### config.mk
export PLATFORM = sky130hd
export DESIGN_NAME = rom_dl_sequencer
export DESIGN_NICKNAME = d
export VERILOG_FILES = /design/src/rtl/rom_dl_sequencer.sv
export SDC_FILE = /design/constraint.sdc
export NUM_CORES = 1
export LEC_CHECK = 0
export BUFFER_PORTS_ARGS = -buffer_cell sky130_fd_sc_hd__buf_2
export CAP_MARGIN = 20
export CORE_UTILIZATION = 55
export CTS_CLUSTER_SIZE = 28
export DETAILED_ROUTE_END_ITERATION = 7
export MAX_ROUTING_LAYER = met4
export PLACE_DENSITY_LB_ADDON = 0.2
export SLEW_MARGIN = 20
export SYNTH_ARGS = -nofsm -noshare
export SYNTH_HDL_FRONTEND = slang
export SYNTH_SLANG_ARGS = --single-unit
export TNS_END_PERCENT = 1
### constraint.sdc
create_clock -name clk_sys -period 4.4 [get_ports clk_sys]
set_input_delay 0.88 -clock clk_sys [delete_from_list [all_inputs] [get_ports clk_sys]]
set_output_delay 0.88 -clock clk_sys [all_outputs]
set_load 0.1 [all_outputs]
### src/rtl/rom_dl_sequencer.sv
// rom_dl_sequencer: queues data_io download bytes and writes them to the
// two SDRAM toggle-handshake ports, then raises rom_loaded / core_reset.
module rom_dl_sequencer #(
    parameter logic [24:0] CPU_BASE   = 25'h00C000,
    parameter logic [24:0] CPU_SIZE   = 25'h010000,
    parameter logic [24:0] BG_BASE    = 25'h006000,
    parameter logic [24:0] BG_SIZE    = 25'h006000,
    parameter int          FIFO_DEPTH = 4,
    parameter int          ACK_TOUT   = 1023
) (
    input  logic        clk_sys,
    input  logic        RESETn,
    input  logic        ioctl_downl,
    input  logic        ioctl_wr,
    input  logic [24:0] ioctl_addr,
    input  logic [7:0]  ioctl_dout,
    input  logic        ext_reset,
    output logic        port1_req,
    input  logic        port1_ack,
    output logic [22:0] port1_a,
    output logic [1:0]  port1_ds,
    output logic [15:0] port1_d,
    output logic        port2_req,
    input  logic        port2_ack,
    output logic [22:0] port2_a,
    output logic [1:0]  port2_ds,
    output logic [15:0] port2_d,
    output logic        port_we,
    output logic        rom_loaded,
    output logic        core_reset,
    output logic [1:0]  dl_err
);

    localparam int AW = (FIFO_DEPTH > 1) ? $clog2(FIFO_DEPTH) : 1;
    localparam int CW = AW + 1;
    localparam int TW = $clog2(ACK_TOUT + 1);
    localparam logic [CW-1:0] FULL = CW'(FIFO_DEPTH);
    localparam logic [TW-1:0] TOUT = TW'(ACK_TOUT);

    typedef enum logic [1:0] {S_IDLE, S_ISSUE, S_WAIT} state_t;

    state_t        state_q;
    logic          wr_q, dl_q;
    logic          cap_vld_q;
    logic [24:0]   cap_addr_q;
    logic [7:0]    cap_dat_q;
    logic [24:0]   mem_addr [FIFO_DEPTH];
    logic [7:0]    mem_dat  [FIFO_DEPTH];
    logic [AW-1:0] wp_q, rp_q;
    logic [CW-1:0] cnt_q;
    logic          ovf_q, tout_q;
    logic          tgt_q;
    logic [TW-1:0] tmr_q;
    logic          pend_q, loaded_q, crst_q;
    logic          p1_req_q, p2_req_q;
    logic [22:0]   p1_a_q, p2_a_q;
    logic [1:0]    p1_ds_q, p2_ds_q;
    logic [15:0]   p1_d_q, p2_d_q;

    logic          strobe, dl_rise, dl_fall;
    logic          pop, full, push, drop;
    logic [24:0]   head_addr, off1, off2;
    logic [7:0]    head_dat;
    logic          hit1, hit2;
    logic          cur_req, cur_ack, idle_empty;
    logic          unused_bits;

    assign strobe  = ioctl_wr & ~wr_q & ioctl_downl;
    assign dl_rise = ioctl_downl & ~dl_q;
    assign dl_fall = ~ioctl_downl & dl_q;

    assign pop  = (state_q == S_IDLE) && (cnt_q != '0);
    assign full = (cnt_q == FULL);
    assign push = cap_vld_q && (!full || pop);
    assign drop = cap_vld_q && full && !pop;

    assign head_addr = mem_addr[rp_q];
    assign head_dat  = mem_dat[rp_q];
    assign off1 = head_addr - CPU_BASE;
    assign off2 = head_addr - BG_BASE;
    assign hit1 = off1 < CPU_SIZE;
    assign hit2 = off2 < BG_SIZE;
    assign unused_bits = ^{off1[24], off2[24:21]};

    assign cur_req = tgt_q ? p2_req_q : p1_req_q;
    assign cur_ack = tgt_q ? port2_ack : port1_ack;
    assign idle_empty = (state_q == S_IDLE) && (cnt_q == '0) && !cap_vld_q;

    assign port1_req  = p1_req_q;
    assign port1_a    = p1_a_q;
    assign port1_ds   = p1_ds_q;
    assign port1_d    = p1_d_q;
    assign port2_req  = p2_req_q;
    assign port2_a    = p2_a_q;
    assign port2_ds   = p2_ds_q;
    assign port2_d    = p2_d_q;
    assign port_we    = ioctl_downl;
    assign rom_loaded = loaded_q;
    assign core_reset = crst_q;
    assign dl_err     = {tout_q, ovf_q};

    // Detect new byte strobes and latch the byte for one-cycle-later push
    always_ff @(posedge clk_sys or negedge RESETn) begin
        if (!RESETn) begin
            wr_q       <= 1'b0;
            dl_q       <= 1'b0;
            cap_vld_q  <= 1'b0;
            cap_addr_q <= '0;
            cap_dat_q  <= '0;
        end else begin
            wr_q      <= ioctl_wr;
            dl_q      <= ioctl_downl;
            cap_vld_q <= strobe;
            if (strobe) begin
                cap_addr_q <= ioctl_addr;
                cap_dat_q  <= ioctl_dout;
            end
        end
    end

    // FIFO storage, no reset needed: entries are only read when counted
    always_ff @(posedge clk_sys) begin
        if (push) begin
            mem_addr[wp_q] <= cap_addr_q;
            mem_dat[wp_q]  <= cap_dat_q;
        end
    end

    // FIFO pointers, occupancy and the sticky overflow flag
    always_ff @(posedge clk_sys or negedge RESETn) begin
        if (!RESETn) begin
            wp_q  <= '0;
            rp_q  <= '0;
            cnt_q <= '0;
            ovf_q <= 1'b0;
        end else begin
            if (push) wp_q <= wp_q + AW'(1);
            if (pop)  rp_q <= rp_q + AW'(1);
            unique case ({push, pop})
                2'b10:   cnt_q <= cnt_q + CW'(1);
                2'b01:   cnt_q <= cnt_q - CW'(1);
                default: cnt_q <= cnt_q;
            endcase
            if (dl_rise)   ovf_q <= 1'b0;
            else if (drop) ovf_q <= 1'b1;
        end
    end

    // Write sequencer, ack timeout and download-completion tracking
    always_ff @(posedge clk_sys or negedge RESETn) begin
        if (!RESETn) begin
            state_q  <= S_IDLE;
            tgt_q    <= 1'b0;
            tmr_q    <= '0;
            tout_q   <= 1'b0;
            p1_req_q <= 1'b0;
            p1_a_q   <= '0;
            p1_ds_q  <= '0;
            p1_d_q   <= '0;
            p2_req_q <= 1'b0;
            p2_a_q   <= '0;
            p2_ds_q  <= '0;
            p2_d_q   <= '0;
            pend_q   <= 1'b0;
            loaded_q <= 1'b0;
            crst_q   <= 1'b1;
        end else begin
            if (dl_rise) tout_q <= 1'b0;
            unique case (state_q)
                S_IDLE: begin
                    if (pop && hit1) begin
                        p1_a_q  <= off1[23:1];
                        p1_ds_q <= {off1[0], ~off1[0]};
                        p1_d_q  <= {head_dat, head_dat};
                        tgt_q   <= 1'b0;
                        state_q <= S_ISSUE;
                    end else if (pop && hit2) begin
                        p2_a_q  <= {3'b000, off2[20:15],
                                    off2[12:0], off2[14]};
                        p2_ds_q <= {off2[13], ~off2[13]};
                        p2_d_q  <= {head_dat, head_dat};
                        tgt_q   <= 1'b1;
                        state_q <= S_ISSUE;
                    end
                end
                S_ISSUE: begin
                    if (cur_req == cur_ack) begin
                        if (tgt_q) p2_req_q <= ~p2_req_q;
                        else       p1_req_q <= ~p1_req_q;
                        tmr_q   <= '0;
                        state_q <= S_WAIT;
                    end
                end
                S_WAIT: begin
                    if (cur_req == cur_ack) begin
                        state_q <= S_IDLE;
                    end else if (tmr_q == TOUT) begin
                        tout_q <= 1'b1;
                        if (tgt_q) p2_req_q <= port2_ack;
                        else       p1_req_q <= port1_ack;
                        state_q <= S_IDLE;
                    end else begin
                        tmr_q <= tmr_q + TW'(1);
                    end
                end
                default: state_q <= S_IDLE;
            endcase
            if (dl_rise) begin
                pend_q <= 1'b0;
            end else if (dl_fall) begin
                pend_q <= 1'b1;
            end else if (pend_q && idle_empty) begin
                loaded_q <= 1'b1;
                pend_q   <= 1'b0;
            end
            crst_q <= ext_reset | ~loaded_q | ioctl_downl;
        end
    end

endmodule

==> results of run 1 <==
worst register-to-register path, cell delays in order (launching register included):
cell,delay [ns]
dfrtp_2,0.50
buf_4,0.40
mux4_2,0.61
a21oi_1,0.44
nand4_1,0.19
xnor2_1,0.20
a2111oi_4,0.40
nand2_2,0.08
buf_4,0.30
mux2_4,0.38
per-layer routing:
metal | vias up | GRT usage, %
met5 | - | -
met4 | 0 | 5.965
met3 | 32 | 2.935
met2 | 165 | 36.17
met1 | 2856 | 27.12
li1 | 2562 | -
synthesized netlist by cell type, drive strengths merged (12+ instances only):
master  number
edfxtp     132
dfrtp      125
nand2      121
mux2        46
mux4        33
buf         31
nor2        22
inv         20
and2        15
clkbuf      14
xnor2       14
ha          12
through the flow:
step                      util, %  setup WS (ns)  hold slack (ns)  power, mW  instance area [sq um]
after floorplan                 -          1.154           0.4547      4.936                  10280
after global placement      60.65         0.8861           0.4196      5.291                  11010
after detailed placement    60.65         0.7975           0.4300      5.375                  11010
after CTS                   65.50         0.7716           0.4316      7.616                  11890
after global routing        65.50         0.5844           0.4580      7.866                  11890
final                       65.50         0.7942           0.4134      7.560                  11890
how the worst max path moves through the flow:
stage | end | slack [ns]
3_5_place_dp | port2_d[12] | 0.80
5_1_grt | port2_d[9] | 0.58
4_1_cts | port2_a[10] | 0.77
6_report | port2_d[12] | 0.79
2_1_floorplan | port2_d[13] | 1.15
3_3_place_gp | port2_d[9] | 0.89
power by group:
group	switching (mW)	total [mW]	leakage [nW]	internal, mW
combinational	1.54	2.24	2.04	0.692
clock	0.871	2.24	0.426	1.37
sequential	0.228	3.09	2.88	2.86
total	2.64	7.56	5.35	4.92
kinds of logic (layout without fill, tap and decap cells):
kind of cell             count (synthesis)  in the layout  synth area share (%)
flip-flops                             258            258                 69.26
AO/OA/AOI/OAI                           28             28                 1.948
other                                    1              3               0.03649
buffers and inverters                   66            204                 3.494
adder cells (fa/ha/maj)                 13             13                 1.656
multiplexers                            81             81                 13.31
AND/OR/NAND/NOR                        190            190                 8.425
XOR/XNOR                                22             22                 1.875
registers in the layout, indices dropped and copies added (netlist names), 2 cells and up:
name / count
port2_d: 8
rp_q: 2
wp_q: 2
state_q: 2
port1_a: 23
mem_addr: 100
mem_dat: 32
port1_d: 8
port2_ds: 2
cnt_q: 3
port2_a: 20
port1_ds: 2
tmr_q: 10
cap_addr_q: 25
cap_dat_q: 8
area by class of cell:
class                   count  area share (%)
well taps                 229           2.411
repair buffers            135           5.947
flip-flops and latches    258           59.91
clock inverters             8          0.9684
clock buffers              40           6.432
inverters                  21          0.6632
multi-input cells         337           23.67
==> results_dict.tcl, run 1 <==
set metrics [dict create \
    yosysWarnings 0 \
    n_antenna_cell 0 \
    cts_buffers 26 \
    crit_path_top_delay_cell "mux4_2" \
    critPathRequiredTime_ns 4.80 \
    cts_root_buffer "clkbuf_16" \
    drcViolationCount 12 \
    setup_viol 0 \
    clk_path_buf_depth 3 \
    crit_path_max_incr_delay_ns 0.61 \
    die_height_um 138.7 \
    ys_types 49 \
    synth_ff_type "edfxtp_1" \
    clkSinkCount 258 \
    layout_commonest_cell "edfxtp_1" \
    grt-ovfl-total 0 \
    cts.htree.levels 1 \
    top_layer_used "met4" \
    die_w_um 138.7 \
    dieArea_sq_um 19240 \
    status "finished with violations" \
    syn2layout_area_growth_pct 15.66 \
    met3_length_um 776 \
    max_cap_viol_count 0 \
    first_pass_iters 8 \
    r2r-start "rp_q[0]" \
    critPathLaunch "rp_q[0]" \
    port_buffers 125 \
    worst_slew_pin_slew_ns 0.9111 \
    postCtsSetupRepairBufs 0 \
    wl_met2_mm 9.577 \
    grt_pass1_wl_mm 31.11 \
    via_per_inst 5.462 \
    path_depth 9 \
    drive_above_1_share_pct 32.92 \
    synth_area_leaders "edfxtp_1 39%, dfrtp_1 30%, mux4_2 7.2%, nand2_1 4.4%, mux2_4 3.4%" \
    wl_mm 19.02 \
    power_density_nw_per_um2 636.1 \
    grt_start_max_net_pins 77 \
    reg2reg_slack_ns 0.79 \
    first_iter_violations 375 \
    period_share_pct 81.95 \
    synth_area_sq_um 10280 \
    clkLatencyLatePin_ns 0.51 \
    grt_usage_pct 21.30 \
    most-common-layout-cells "132 x edfxtp_1, 124 x buf_2, 123 x dfrtp_1" \
    skew_ns 0.007524 \
    cp-start-kind "flip-flop" \
    ys_ff_latch 258 \
    endpoint_kind "flip-flop" \
    worstPathMaxFanout 30 \
    hold_buffers 0 \
    path_buf_inv 2 \
    ir_worst_vdd_uv 387.5 \
    regArea_sq_um 7121 \
    hold_viol_final 0 \
    reg2reg_depth 9 \
    avgRoutedWirePerCell_um 18.50 \
    cp_top_family "multiplexers" \
    synth_cells 659 \
    synth-edff-count 132 \
    violations "DRC" \
    first_global_vias 5935 \
    post-dp-hpwl_mm 11.85 \
    wl_met1_mm 8.224 \
    yosysTopAreaCell "edfxtp_1" \
    start_util_pct 56.63 \
    crit_top_cell "buf_4" \
    routabilityCongestion 0.8437 \
    worstSetupPathType "flip-flop to flip-flop" \
    syn_area_per_cell_sq_um 15.60 \
    slew_violations 0 \
    ys_seq_area_share_pct 69.26 \
    via_count 5615 \
    multi_input_area_sq_um 2814 \
    fin_setup_tns_ns 0 \
    cts_tree "yes" \
    arrival_ns 4.01 \
    antenna_found_initial 0 \
    fmax_mhz 277.3 \
    synth_top_area_share_pct 38.57 \
    pin_count 129 \
    hp-class "input port to async pin" \
    cp_cell_sequence "buf_4 -> mux4_2 -> a21oi_1 -> nand4_1 -> xnor2_1 -> a2111oi_4 -> nand2_2 -> buf_4 -> mux2_4" \
    path_clk_slew_ns 0.06 \
    postRouteAntennaNets 0 \
    slew_headroom_pct 39.26 \
    core_sq_um 18150 \
    cts_resized 0 \
    placedCellCount 980 \
    period_needed_ns 3.606 \
    grt_setup_unrepaired "no" \
    p_leak_nw 5.346 \
    nFillCells 1286 \
    stdcell_count 1028 \
    std_cell_rows 49 \
    final_nets 832 \
    synthArstFlopShare_pct 48.84 \
    r2r_end "port2_d[12]" \
]
Note: power is estimated with default switching activity, not from simulation.
==> inputs of run 2 (changes only) <==
--- a/config.mk
+++ b/config.mk
@@ -7,7 +7,7 @@
 export LEC_CHECK = 0
 export BUFFER_PORTS_ARGS = -buffer_cell sky130_fd_sc_hd__buf_2
 export CAP_MARGIN = 20
-export CORE_UTILIZATION = 55
+export CORE_UTILIZATION = 52
 export CTS_CLUSTER_SIZE = 28
 export DETAILED_ROUTE_END_ITERATION = 7
 export MAX_ROUTING_LAYER = met4
==> constraint.sdc (replaced) <==
create_clock -name clk_sys -period 2.97 [get_ports clk_sys]
set_input_delay 0.594 -clock clk_sys [delete_from_list [all_inputs] [get_ports clk_sys]]
set_output_delay 0.594 -clock clk_sys [all_outputs]
set_load 0.1 [all_outputs]
==> run 2 against run 1 <==
The run ends with setup timing left. First-iteration DRC count shrank 23%. Die area up 5.7%. Non-clock buffer count is 31 higher. Sequential share of layout area shrank 1.6 points. Global-route usage is 0.087 points lower. Power is 50% higher. Routed wire length grew 4.3%. Critical path depth did not move. Combinational power rose by 59%. Maximum frequency is 16% higher. Largest cell class unchanged. Largest power group unchanged.
==> results_dict.tcl, run 2 (synthesis gave the netlist of run 1 again) <==
set metrics [dict create \
    whs_ns 0.1179 \
    ir_worst_vdd_uv 499.8 \
    clk_path_buf_depth 3 \
    port_buffers 125 \
    drcViolationCount 0 \
    path_buf_inv 3 \
    placedCellCount 1046 \
    antenna_found_initial 0 \
    grt_pass1_wl_mm 31.85 \
    dieArea_sq_um 20330 \
    first_global_vias 6043 \
    first_pass_iters 4 \
    max_cap_viol_count 0 \
    critPathRequiredTime_ns 3.36 \
    arrival_ns 3.50 \
    setup_viol 24 \
    violations "setup timing" \
    place_ws_ns -0.1663 \
    grt_setup_unrepaired "yes" \
    most-common-layout-cells "132 x edfxtp_1, 124 x buf_2, 123 x dfrtp_1" \
    largest_reg_flops 100 \
    clkLatencyLatePin_ns 0.53 \
    setup_ws_ns -0.1307 \
    regArea_sq_um 7121 \
    period_needed_ns 3.101 \
    post-dp-hpwl_mm 13.19 \
    start_util_pct 52.98 \
    first_iter_violations 287 \
    regMostFlops "mem_addr" \
    syn2layout_area_growth_pct 18.88 \
    std_cell_rows 51 \
    cts_tree "yes" \
    worst_slew_pin_slew_ns 0.7611 \
    nFillCells 1488 \
    die_height_um 142.6 \
    via_per_inst 5.226 \
    p_sw_share_pct 35.10 \
    seqPwrFrac_pct 40.0 \
    power_switching_mw 3.985 \
    grt_start_max_net_pins 81 \
    grt_usage_pct 21.22 \
    layout_commonest_cell "edfxtp_1" \
    r2r-start "rp_q[0]" \
    hold_buffers 0 \
    multi_input_area_sq_um 2839 \
    slew_headroom_pct 49.26 \
    cts_root_buffer "clkbuf_16" \
    clkSinkCount 258 \
    wl_mm 19.83 \
    status "finished with violations" \
    pin_count 129 \
    routabilityCongestion 0.8570 \
    cp_cell_sequence "buf_12 -> mux4_2 -> nor4_4 -> buf_4 -> nand4b_1 -> a2111oi_4 -> nand2_4 -> buf_12 -> mux2_4" \
    intPower_mw 7.370 \
    cp-start-kind "flip-flop" \
    fmax_mhz 322.5 \
    crit_path_max_incr_delay_ns 0.54 \
    cts_buffers 26 \
    hold_viol_final 0 \
    path_clk_slew_ns 0.06 \
    fin_area_sq_um 12220 \
    reg.largest.list "mem_addr: 100 flops, mem_dat: 32 flops, cap_addr_q: 25 flops" \
    crit_path_top_delay_cell "mux4_2" \
    power_frac_comb_pct 31.5 \
    p_leak_nw 5.515 \
    worstSetupPathType "flip-flop to flip-flop" \
    skew_ns 0.02297 \
    period_share_pct 104.4 \
    core_sq_um 19400 \
    power.total_mw 11.36 \
    place_area_sq_um 11320 \
    n_antenna_cell 0 \
    utilization_pct 62.98 \
    drive_above_1_share_pct 35.42 \
    stdcell_count 1095 \
    die_w_um 142.6 \
    power_density_nw_per_um2 929.4 \
    cp_top_family "multiplexers" \
    postRouteAntennaNets 0 \
    slew_violations 0 \
    critPathLaunch "rp_q[0]" \
    hp-class "input port to async pin" \
    via_count 5722 \
    worstPathMaxFanout 14 \
    crit_top_cell "buf_12" \
    clockPowerShare_pct 28.5 \
    avgRoutedWirePerCell_um 18.11 \
    grt-ovfl-total 0 \
    endpoint_kind "flip-flop" \
    cts.htree.levels 1 \
    final_nets 863 \
    fin_setup_tns_ns -2.529 \
]
## run 2: cell types whose count changed in the layout (fill, tap and decap cells not counted), sizes merged
cell / previous run / this run
buf: 135 / 166
clkinvlp: 1 / 0
clkinv: 5 / 7
clkbuf: 40 / 39
## run 2: cell type report
cell class / count / area share, %
clock buffers: 39 / 5.888
clock inverters: 9 / 1.075
inverters: 21 / 0.6452
multi-input cells: 337 / 23.24
flip-flops and latches: 258 / 58.28
well taps: 265 / 2.714
repair buffers: 166 / 8.162
## run 2: path summary, 6_finish.rpt
kind,endpoint,slack [ns],depth (start not counted)
max,port2_a[1],-0.13,9
max reg2reg,port2_a[1],-0.13,9
min reg2reg,core_reset,0.43,1
max in group asynchronous,port1_a[8],2.07,2
min in group clk_sys,wr_q,0.22,1
min,tmr_q[3],0.12,1
## run 2: worst register-to-register path, cell delays in order, from the launching register on
cell	delay, ns
dfrtp_2	0.41
buf_12	0.15
mux4_2	0.55
nor4_4	0.36
buf_4	0.19
nand4b_1	0.17
a2111oi_4	0.47
nand2_4	0.17
buf_12	0.19
mux2_4	0.30
## run 2: per-layer routing
layer | wire (um) | GRT usage (%) | vias up | part of all wire [%]
li1 | - | - | 2634 | -
met1 | 8511 | 26.88 | 2914 | 43
met3 | 958 | 3.197 | 28 | 4.8
met4 | 350 | 6.508 | 0 | 1.8
met5 | 0 | - | - | 0
met2 | 10010 | 35.50 | 146 | 50
## run 2: power groups by stage
stage	Combinational (mW)	Clock, mW	Sequential (mW)
2_1_floorplan	1.92	0	5.41
3_3_place_gp	3.51	0	4.58
3_5_place_dp	3.58	0	4.61
4_1_cts	3.60	3.30	4.54
5_1_grt	3.80	3.45	4.60
6_report	3.57	3.24	4.54
## run 2: repair_timing
action / 4_1_cts / 5_1_grt
cloned: 0 / 0
buffers inserted: 1 / 0
endpoints found under the setup margin: 42 / 52
gates resized for setup: 4 / 5
pin swaps: 1 / 2
